`src/rtl/mips_cpu_pkg.sv`:
```
// Shared MIPS CPU definitions: store opcodes and store-unit FSM states.
package mips_cpu_pkg;

  localparam logic [5:0] OP_SB  = 6'b101000;
  localparam logic [5:0] OP_SH  = 6'b101001;
  localparam logic [5:0] OP_SWL = 6'b101010;
  localparam logic [5:0] OP_SW  = 6'b101011;
  localparam logic [5:0] OP_SWR = 6'b101110;

  typedef enum logic [1:0] {
    IDLE  = 2'd0,
    ISSUE = 2'd1,
    RESP  = 2'd2
  } store_state_t;

endpackage

```
`src/rtl/mips_cpu_store_align.sv`:
```
// Combinational lane steering for stores: opcode, byte offset and rt value
// become little-endian lane data plus byte enables.
module mips_cpu_store_align
  import mips_cpu_pkg::*;
(
  input  logic [5:0]  opcode_i,
  input  logic [1:0]  off_i,
  input  logic [31:0] rt_i,
  output logic [31:0] data_o,
  output logic [3:0]  be_o,
  output logic        misaligned_o,
  output logic        is_store_o
);

  // Shift amounts for the unaligned-word pair: swl keeps the top (off+1)
  // bytes of rt, moved down to the bottom lanes; swr moves rt up by off.
  logic [1:0] inv_off;
  logic [4:0] swl_sh;
  logic [4:0] swr_sh;

  assign inv_off = 2'd3 - off_i;
  assign swl_sh  = {inv_off, 3'b000};
  assign swr_sh  = {off_i, 3'b000};

  // Decode opcode into lane data, enables and alignment fault.
  always_comb begin
    data_o       = 32'd0;
    be_o         = 4'b0000;
    misaligned_o = 1'b0;
    is_store_o   = 1'b0;
    case (opcode_i)
      OP_SB: begin
        is_store_o = 1'b1;
        be_o       = 4'b0001 << off_i;
        data_o     = {4{rt_i[7:0]}};
      end
      OP_SH: begin
        is_store_o   = 1'b1;
        misaligned_o = off_i[0];
        be_o         = off_i[1] ? 4'b1100 : 4'b0011;
        data_o       = {2{rt_i[15:0]}};
      end
      OP_SW: begin
        is_store_o   = 1'b1;
        misaligned_o = (off_i != 2'd0);
        be_o         = 4'b1111;
        data_o       = rt_i;
      end
      OP_SWL: begin
        is_store_o = 1'b1;
        be_o       = 4'b1111 >> inv_off;
        data_o     = rt_i >> swl_sh;
      end
      OP_SWR: begin
        is_store_o = 1'b1;
        be_o       = 4'b1111 << off_i;
        data_o     = rt_i << swr_sh;
      end
      default: begin
        is_store_o = 1'b0;
      end
    endcase
  end

endmodule

```
`src/rtl/mips_cpu_store_unit.sv`:
```
// Store unit: turns sb/sh/sw/swl/swr into a single aligned 32-bit bus write,
// stalls the CPU while the bus waits, and reports misalignment and timeouts.
module mips_cpu_store_unit
  import mips_cpu_pkg::*;
#(
  parameter int unsigned TIMEOUT_CYCLES = 16
) (
  input  logic        clk,
  input  logic        rst,
  input  logic        start,
  input  logic [5:0]  opcode,
  input  logic [31:0] eff_addr,
  input  logic [31:0] rt_data,
  output logic        busy,
  output logic        done,
  output logic        addr_err,
  output logic        bus_err,
  output logic [31:0] mem_address,
  output logic        mem_write,
  output logic [31:0] mem_writedata,
  output logic [3:0]  mem_byteenable,
  input  logic        mem_waitrequest
);

  localparam logic [31:0] TO_LIMIT = TIMEOUT_CYCLES;

  store_state_t state_q, state_d;
  logic [31:0]  addr_q, addr_d;
  logic [31:0]  wdata_q, wdata_d;
  logic [3:0]   be_q, be_d;
  logic [31:0]  cnt_q, cnt_d;
  logic         aerr_q, aerr_d;
  logic         berr_q, berr_d;

  logic [31:0]  al_data;
  logic [3:0]   al_be;
  logic         al_misaligned;
  logic         al_is_store;

  mips_cpu_store_align u_align (
    .opcode_i     (opcode),
    .off_i        (eff_addr[1:0]),
    .rt_i         (rt_data),
    .data_o       (al_data),
    .be_o         (al_be),
    .misaligned_o (al_misaligned),
    .is_store_o   (al_is_store)
  );

  // State, captured write and error flags; async reset drops the bus cycle at once.
  always_ff @(posedge clk or posedge rst) begin
    if (rst) begin
      state_q <= IDLE;
      addr_q  <= 32'd0;
      wdata_q <= 32'd0;
      be_q    <= 4'b0000;
      cnt_q   <= 32'd0;
      aerr_q  <= 1'b0;
      berr_q  <= 1'b0;
    end else begin
      state_q <= state_d;
      addr_q  <= addr_d;
      wdata_q <= wdata_d;
      be_q    <= be_d;
      cnt_q   <= cnt_d;
      aerr_q  <= aerr_d;
      berr_q  <= berr_d;
    end
  end

  // Next-state logic: accept in IDLE, hold the write in ISSUE, pulse in RESP.
  always_comb begin
    state_d = state_q;
    addr_d  = addr_q;
    wdata_d = wdata_q;
    be_d    = be_q;
    cnt_d   = cnt_q;
    aerr_d  = aerr_q;
    berr_d  = berr_q;
    case (state_q)
      IDLE: begin
        aerr_d = 1'b0;
        berr_d = 1'b0;
        cnt_d  = 32'd0;
        if (start && al_is_store) begin
          if (al_misaligned) begin
            aerr_d  = 1'b1;
            state_d = RESP;
          end else begin
            addr_d  = {eff_addr[31:2], 2'b00};
            wdata_d = al_data;
            be_d    = al_be;
            state_d = ISSUE;
          end
        end
      end
      ISSUE: begin
        if (!mem_waitrequest) begin
          cnt_d   = 32'd0;
          state_d = RESP;
        end else if ((TO_LIMIT != 32'd0) && (cnt_q + 32'd1 == TO_LIMIT)) begin
          cnt_d   = 32'd0;
          berr_d  = 1'b1;
          state_d = RESP;
        end else begin
          cnt_d = cnt_q + 32'd1;
        end
      end
      RESP: begin
        aerr_d  = 1'b0;
        berr_d  = 1'b0;
        state_d = IDLE;
      end
      default: begin
        state_d = IDLE;
      end
    endcase
  end

  // Bus strobe follows ISSUE; lane data and enables are forced to zero outside it.
  always_comb begin
    mem_write      = (state_q == ISSUE);
    busy           = (state_q != IDLE);
    done           = (state_q == RESP);
    addr_err       = aerr_q;
    bus_err        = berr_q;
    mem_address    = addr_q;
    mem_writedata  = mem_write ? wdata_q : 32'd0;
    mem_byteenable = mem_write ? be_q : 4'b0000;
  end

endmodule

```
`config.mk`:
```
export PLATFORM = sky130hd
export DESIGN_NAME = mips_cpu_store_unit
export DESIGN_NICKNAME = d
export VERILOG_FILES = /design/src/rtl/mips_cpu_pkg.sv /design/src/rtl/mips_cpu_store_align.sv /design/src/rtl/mips_cpu_store_unit.sv
export SDC_FILE = /design/constraint.sdc
export NUM_CORES = 1
export LEC_CHECK = 0
export CAP_MARGIN = 10
export CORE_MARGIN = 2
export CORE_UTILIZATION = 50
export CTS_CLUSTER_SIZE = 25
export DETAILED_ROUTE_END_ITERATION = 8
export PLACE_DENSITY = 0.8
export SLEW_MARGIN = 0
export SYNTH_ARGS = -nofsm -noshare
export SYNTH_HDL_FRONTEND = slang
export SYNTH_SLANG_ARGS = --single-unit
export TNS_END_PERCENT = 50
```
`constraint.sdc`:
```
create_clock -name clk -period 4.4 [get_ports clk]
set_clock_uncertainty 0.2 [all_clocks]
set_input_delay 1.1 -clock clk [delete_from_list [all_inputs] [get_ports clk]]
set_output_delay 1.1 -clock clk [all_outputs]
set_load 0.005 [all_outputs]
```
==> results_dict.tcl, run 1 <==
set metrics [dict create \
    crit_path_end_kind "flip-flop" \
    fin_nets 882 \
    grt_util_all_layers_pct 28.18 \
    cpMostUsedCell "or4_1" \
    synth_flop_cell "dfrtp_1" \
    p_per_area_nw_per_um2 289.6 \
    synth.ff_latch_count 102 \
    grt_max_degree 103 \
    vias 5953 \
    port_buffers 144 \
    postPlaceCellArea_um2 7759 \
    max_stage_delay_ns 0.68 \
    synthArstFlopShare_pct 100.0 \
    clk_pin_slew_worst_paths_ns 0.07 \
    grt_first_pass_wirelength_um 29410 \
    holdCritPathClass "flip-flop to flip-flop" \
    drt_first_pass_iters 6 \
    worst_slew_pin_slew_ns 1.160 \
    fmax_ghz 0.2489 \
    drc 0 \
    required_ns 4.42 \
    clk-insertion-delay-late_ns 0.35 \
    antennaDiodeCount 0 \
    syn_area_per_cell_um2 8.982 \
    tns_ns 0 \
    syn_inst 689 \
    crit_slowest_cell "nor4_1" \
    cp_max_fo 11 \
    antenna_found_initial 0 \
    status "completed" \
    die_area_um2 13280 \
    rsz0062_at_grt "false" \
    dp_hpwl_um 12810 \
    maxSlewHeadroom_pct 22.69 \
    num_rows 40 \
    drive_gt1_share_pct 10.84 \
    finalSetupViolations 0 \
    startpoint_type "flip-flop" \
    yosysSeqAreaShare_pct 41.25 \
    start_util_pct 51.31 \
    drt_iter0_drc 624 \
    cts_root_buffer "clkbuf_16" \
    h-tree-depth 3 \
    yosysWarnings 0 \
    syn_area_um2 6188 \
    fill_cells 943 \
    vdd_drop_max_v 0.0003216 \
    period_share_pct 91.33 \
    via_per_inst 6.074 \
    cts_tree "done" \
    ant_nets 0 \
    whs_ns 0.2754 \
    drt-total-wl_um 18050 \
    cap_violations 0 \
    post_cts_buffers 0 \
    wl_per_cell_um 18.42 \
    die_h_um 115.3 \
    final_cell_area_um2 8058 \
    core_area_um2 12060 \
    clk_path_buf_depth 2 \
    cts_hold_buffers 0 \
    cts_resized 0 \
    cts_num_sinks 102 \
    final_util_pct 66.81 \
    synth-edff-count 0 \
    syn_to_final_growth_pct 30.21 \
    synth.distinct_cells 58 \
    power.leakage_nw 3.321 \
    finalHoldViolCount 0 \
    slew_viol_final 0 \
    cp_cell_sequence "nand3_1, nor4_1, nand4_1, xnor2_1, or4_1, or4_1, o21a_1, inv_1, o21ai_0" \
    period_needed_ns 4.018 \
    cts_buffers 9 \
    critPathKind "flip-flop to flip-flop" \
    die_w_um 115.3 \
    cp.arrival_ns 4.04 \
    num_io_pins 147 \
    first_global_vias 5771 \
    grt-ovfl-total 0 \
    gp_congestion 0.9487 \
]
critical path, delay by kind of cell, from the launching register on:
kind	cells	cell delay [ns]
compound gates	2	0.50
xor+xnor	1	0.18
simple gates	5	2.14
flops	1	0.52
buf+inv	1	0.33
kinds of logic after synthesis:
kind of cell | count (synthesis) | synth area share [%]
AND/OR/NAND/NOR | 288 | 23.76
AO/OA/AOI/OAI | 164 | 17.53
flip-flops | 102 | 41.25
buffers and inverters | 67 | 4.488
multiplexers | 58 | 11.59
XOR/XNOR | 8 | 1.132
adder cells (fa/ha/maj) | 1 | 0.2022
other | 1 | 0.06060
routing by layer:
layer | global-route usage [%] | vias up | part of all wire [%]
met1 | 36.10 | 2801 | 40
met3 | 10.38 | 41 | 12
met2 | 43.84 | 355 | 46
li1 | - | 2756 | -
met5 | 0 | - | 0
met4 | 10.52 | 0 | 2.4
registers in the layout, summed over array words and instances, names as in the netlist:
register and flops:
addr_err 1, cnt_q 32, wdata_q 32, bus_err 1, state_q 2, mem_address 30
be_q 4
cells in the mapped netlist (3+ instances only):
cell type    n  area share [%]
xnor2_1      5            0.71
a21oi_1     23             1.9
and3_1       8            0.81
a22oi_1      8            0.97
inv_1       12            0.73
nand4_1      9            0.91
a21oi_2      3            0.42
o31ai_1      5            0.61
nand2_1     97             5.9
mux2_2      39             7.1
a222oi_1    23             3.7
buf_2        3            0.24
o22ai_1      5            0.51
nor3_1       8            0.65
xor2_1       3            0.42
nor3b_1      4            0.49
nor2b_1      6            0.61
mux2i_1     12             1.9
o21ai_0     57             4.6
clkbuf_1    45             2.7
buf_4        4            0.49
dfrtp_1    102              41
a31oi_1      6            0.61
or3_1       12             1.2
nor4_1       6            0.61
o21ai_1      4            0.32
and2_1      39             3.9
a211oi_1     3            0.36
or4_1        7            0.85
and4_1       4            0.57
nor2_1      28             1.7
mux4_2       7             2.5
a21o_1      12             1.5
nand3b_1     4            0.49
nand2b_1     3            0.30
nand3_1     46             3.7
power by group:
group	switching (mW)	leakage, nW	total [mW]	internal [mW]
logic	0.179	1.81	0.461	0.281
registers	0.0495	1.37	1.07	1.02
clock network	0.395	0.148	0.799	0.404
total	0.624	3.32	2.33	1.71
placed cells by master, fill, tap and decap left out, types with 3 or more instances in the layout:
master and instances:
clkdlybuf4s50_1 144, dfrtp_1 102, nand2_1 97, o21ai_0 57
nand3_1 46, mux2_2 39, and2_1 39, nor2_1 28
a21oi_1 23, a222oi_1 23, buf_4 16, mux2i_1 12
a21o_1 12, or3_1 12, inv_1 11, nand4_1 9
clkbuf_16 9, and3_1 8, nor3_1 8, a22oi_1 8
mux4_2 7, or4_1 7, nor4_1 6, a31oi_1 6
nor2b_1 5, o22ai_1 5, xnor2_1 5, o31ai_1 5
nand3b_1 4, nor3b_1 4, and4_1 4, o21ai_1 4
nand2b_1 3, xor2_1 3, a211oi_1 3, a21oi_2 3
inv_6 3
path summary, 6_finish.rpt:
path,slack [ns],endpoint,from,cells after the start
worst max-delay path,0.38,cnt_q[6]$_DFFE_PP0P_,cnt_q[11]$_DFFE_PP0P_,9
max in group asynchronous,2.56,cnt_q[10]$_DFFE_PP0P_,rst,3
worst min register to register,0.28,be_q[1]$_DFFE_PP0P_,be_q[1]$_DFFE_PP0P_,2
worst min-delay path,0.28,be_q[1]$_DFFE_PP0P_,be_q[1]$_DFFE_PP0P_,2
worst max register to register,0.38,cnt_q[6]$_DFFE_PP0P_,cnt_q[11]$_DFFE_PP0P_,9
min in group asynchronous,1.00,mem_address[31]$_DFFE_PP0P_,rst,3
metrics by stage:
stage | total power [mW] | setup WS [ns] | cells
finish | 2.333 | 0.3815 | 980
global route | 2.447 | 0.1844 | 980
CTS | 2.356 | 0.4778 | 980
detailed placement | 1.550 | 0.3888 | 964
global placement | 1.530 | 0.4763 | 964
floorplan | 1.257 | 0.4245 | 690
layout make-up:
cell class,instances,area [µm²],share of cell area [%]
flip-flops and latches,102,2552,31.68
inverters,12,47.55,0.5901
clock buffers,9,225.2,2.795
multi-input cells,521,3367,41.79
clock inverters,7,73.82,0.9161
repair buffers,161,1582,19.63
well taps,168,210.2,2.609
Power figures use the tool's default switching activity.
==> run 2: changes to the inputs <==
Settings changed: CTS_BUF_LIST set to sky130_fd_sc_hd__clkbuf_4 sky130_fd_sc_hd__clkbuf_8, MAX_ROUTING_LAYER set to met4.
==> results_dict.tcl, run 2 (same netlist as run 1, synthesis figures left out) <==
set metrics [dict create \
    crit_cells 9 \
    core_area_um2 12060 \
    worst_slew_pin_slew_ns 1.177 \
    status "completed" \
    reg2reg_from "cnt_q[11]$_DFFE_PP0P_" \
    drive_gt1_share_pct 10.84 \
    die_w_um 115.3 \
    grt_util_met3_pct 8.434 \
    finalHoldViolCount 0 \
    clk_pin_slew_worst_paths_ns 0.10 \
    seqCellArea_um2 2552 \
    post_cts_buffers 0 \
    dp_hpwl_um 13060 \
    wl_per_cell_um 18.78 \
    p_clk_share_pct 27.5 \
    cp_max_fo 11 \
    final_common_cell "clkdlybuf4s50_1" \
    grt_first_pass_wirelength_um 29680 \
    p_per_area_nw_per_um2 267.0 \
    via_per_inst 6.094 \
    drt_first_pass_iters 7 \
    period_needed_ns 3.884 \
    top_usage_layer "met2" \
    max_stage_delay_ns 0.64 \
    port_buffers 144 \
    power_frac_seq_pct 50.8 \
    r2r_cells 9 \
    final_cell_mix "144 x clkdlybuf4s50_1, 102 x dfrtp_1, 97 x nand2_1" \
    cpMostUsedCell "or4_1" \
    worstHoldPathCells 2 \
    antenna_found_initial 0 \
    cts_num_sinks 102 \
    worst_path_dominant_cell_family "simple AND/OR/NAND/NOR gates" \
    slew_viol_final 0 \
    cts_tree "done" \
    cts_root_buffer "clkbuf_8" \
    num_rows 40 \
    hp-start "wdata_q[26]$_DFFE_PP0P_" \
    multi_input_area_um2 3367 \
    grtUsageMet1_pct 37.72 \
    clk-insertion-delay-late_ns 0.39 \
    hold_path_end "wdata_q[26]$_DFFE_PP0P_" \
    tns_ns 0 \
    crit_path_end_kind "flip-flop" \
    p_sw_uw 583.0 \
    vdd_drop_max_v 0.0002696 \
    ant_nets 0 \
    h-tree-depth 3 \
    power.leakage_nw 3.263 \
    start_util_pct 51.31 \
    syn_to_final_growth_pct 28.39 \
    cap_violations 0 \
    cts_resized 0 \
    startpoint_type "flip-flop" \
    swShare_pct 27.49 \
    drt-total-wl_um 18410 \
    rsz0062_at_grt "false" \
    cp_cell_sequence "nand3_1, nor4_1, nand4_1, xnor2_1, or4_1, or4_1, o21a_1, inv_1, o22ai_1" \
    critPathKind "flip-flop to flip-flop" \
    intPower_mw 1.538 \
    cp.arrival_ns 3.94 \
    p_comb_share_pct 21.7 \
    period_share_pct 88.27 \
    finalPower_mw 2.121 \
    holdCritPathClass "flip-flop to flip-flop" \
    worst-path-buf-inv 1 \
    required_ns 4.45 \
    grt_util_all_layers_pct 29.51 \
    cts_buffers 9 \
    cts_hold_buffers 0 \
    die_h_um 115.3 \
    reg2reg_slack_ns 0.52 \
    maxSlewHeadroom_pct 21.52 \
    gr-usage-met2_pct 45.18 \
    fin_nets 882 \
    drc 0 \
    antennaDiodeCount 0 \
    finalSetupViolations 0 \
    worstReg2RegEnd "cnt_q[12]$_DFFE_PP0P_" \
    first_global_vias 5812 \
    grt_max_degree 103 \
    die_area_um2 13280 \
    fmax_ghz 0.2575 \
    gp_congestion 0.9615 \
    fill_cells 957 \
    crit_slowest_cell "nor4_1" \
    num_io_pins 147 \
    drt_iter0_drc 588 \
    clk_path_buf_depth 2 \
    grt-ovfl-total 0 \
    vias 5972 \
]
==> run 2: metrics by stage <==
step / setup slack (ns) / utilization, % / area, µm² / hold slack (ns) / cells
global route: 0.3643 / 65.87 / 7945 / 0.3122 / 980
CTS: 0.5948 / 65.87 / 7945 / 0.2877 / 980
detailed placement: 0.3983 / 64.33 / 7759 / 0.2635 / 964
global placement: 0.4951 / 64.33 / 7759 / 0.2538 / 964
floorplan: 0.4245 / - / 6192 / 0.2410 / 690
finish: 0.5163 / 65.87 / 7945 / 0.2818 / 980
==> run 2: worst min-delay path, stage by stage, from the launching register on <==
cell	delay, ns
dfrtp_1	0.35
nand2_1	0.04
o21ai_0	0.06
==> run 2: worst max-delay path by stage <==
stage                                      from                           to  slack (ns)
after floorplan                             rst         addr_err$_DFFE_PP0N_        0.42
after global placement                opcode[4]  mem_address[23]$_DFFE_PP0P_        0.50
after detailed placement              opcode[4]  mem_address[16]$_DFFE_PP0P_        0.40
after CTS                 cnt_q[11]$_DFFE_PP0P_         cnt_q[7]$_DFFE_PP0P_        0.59
after global routing      cnt_q[11]$_DFFE_PP0P_         cnt_q[6]$_DFFE_PP0P_        0.36
final                     cnt_q[11]$_DFFE_PP0P_        cnt_q[12]$_DFFE_PP0P_        0.52
==> run 2: power by group through the flow <==
stage          sequential, mW  clock, mW  combinational [mW]
2_1_floorplan            1.09          0               0.169
3_3_place_gp             1.09          0               0.446
3_5_place_dp             1.09          0               0.459
4_1_cts                  1.08      0.595               0.463
5_1_grt                  1.09      0.630               0.494
6_report                 1.08      0.583               0.461
==> run 2: routing by layer <==
| layer | share of wire, % | routed length (µm) | up-vias |
|---|---|---|---|
| li1 | - | - | 2765 |
| met1 | 41 | 7525 | 2850 |
| met2 | 47 | 8673 | 319 |
| met3 | 9.7 | 1785 | 38 |
| met4 | 2.3 | 421 | 0 |
| met5 | 0 | 0 | - |
==> run 2: cell type report <==
cell class / instances / share of cell area (%)
multi-input combinational: 521 / 42.38
clock buffer: 11 / 1.827
clock inverter: 5 / 0.5197
tap: 168 / 2.646
sequential: 102 / 32.13
timing repair buffer: 161 / 19.91
inverter: 12 / 0.5984
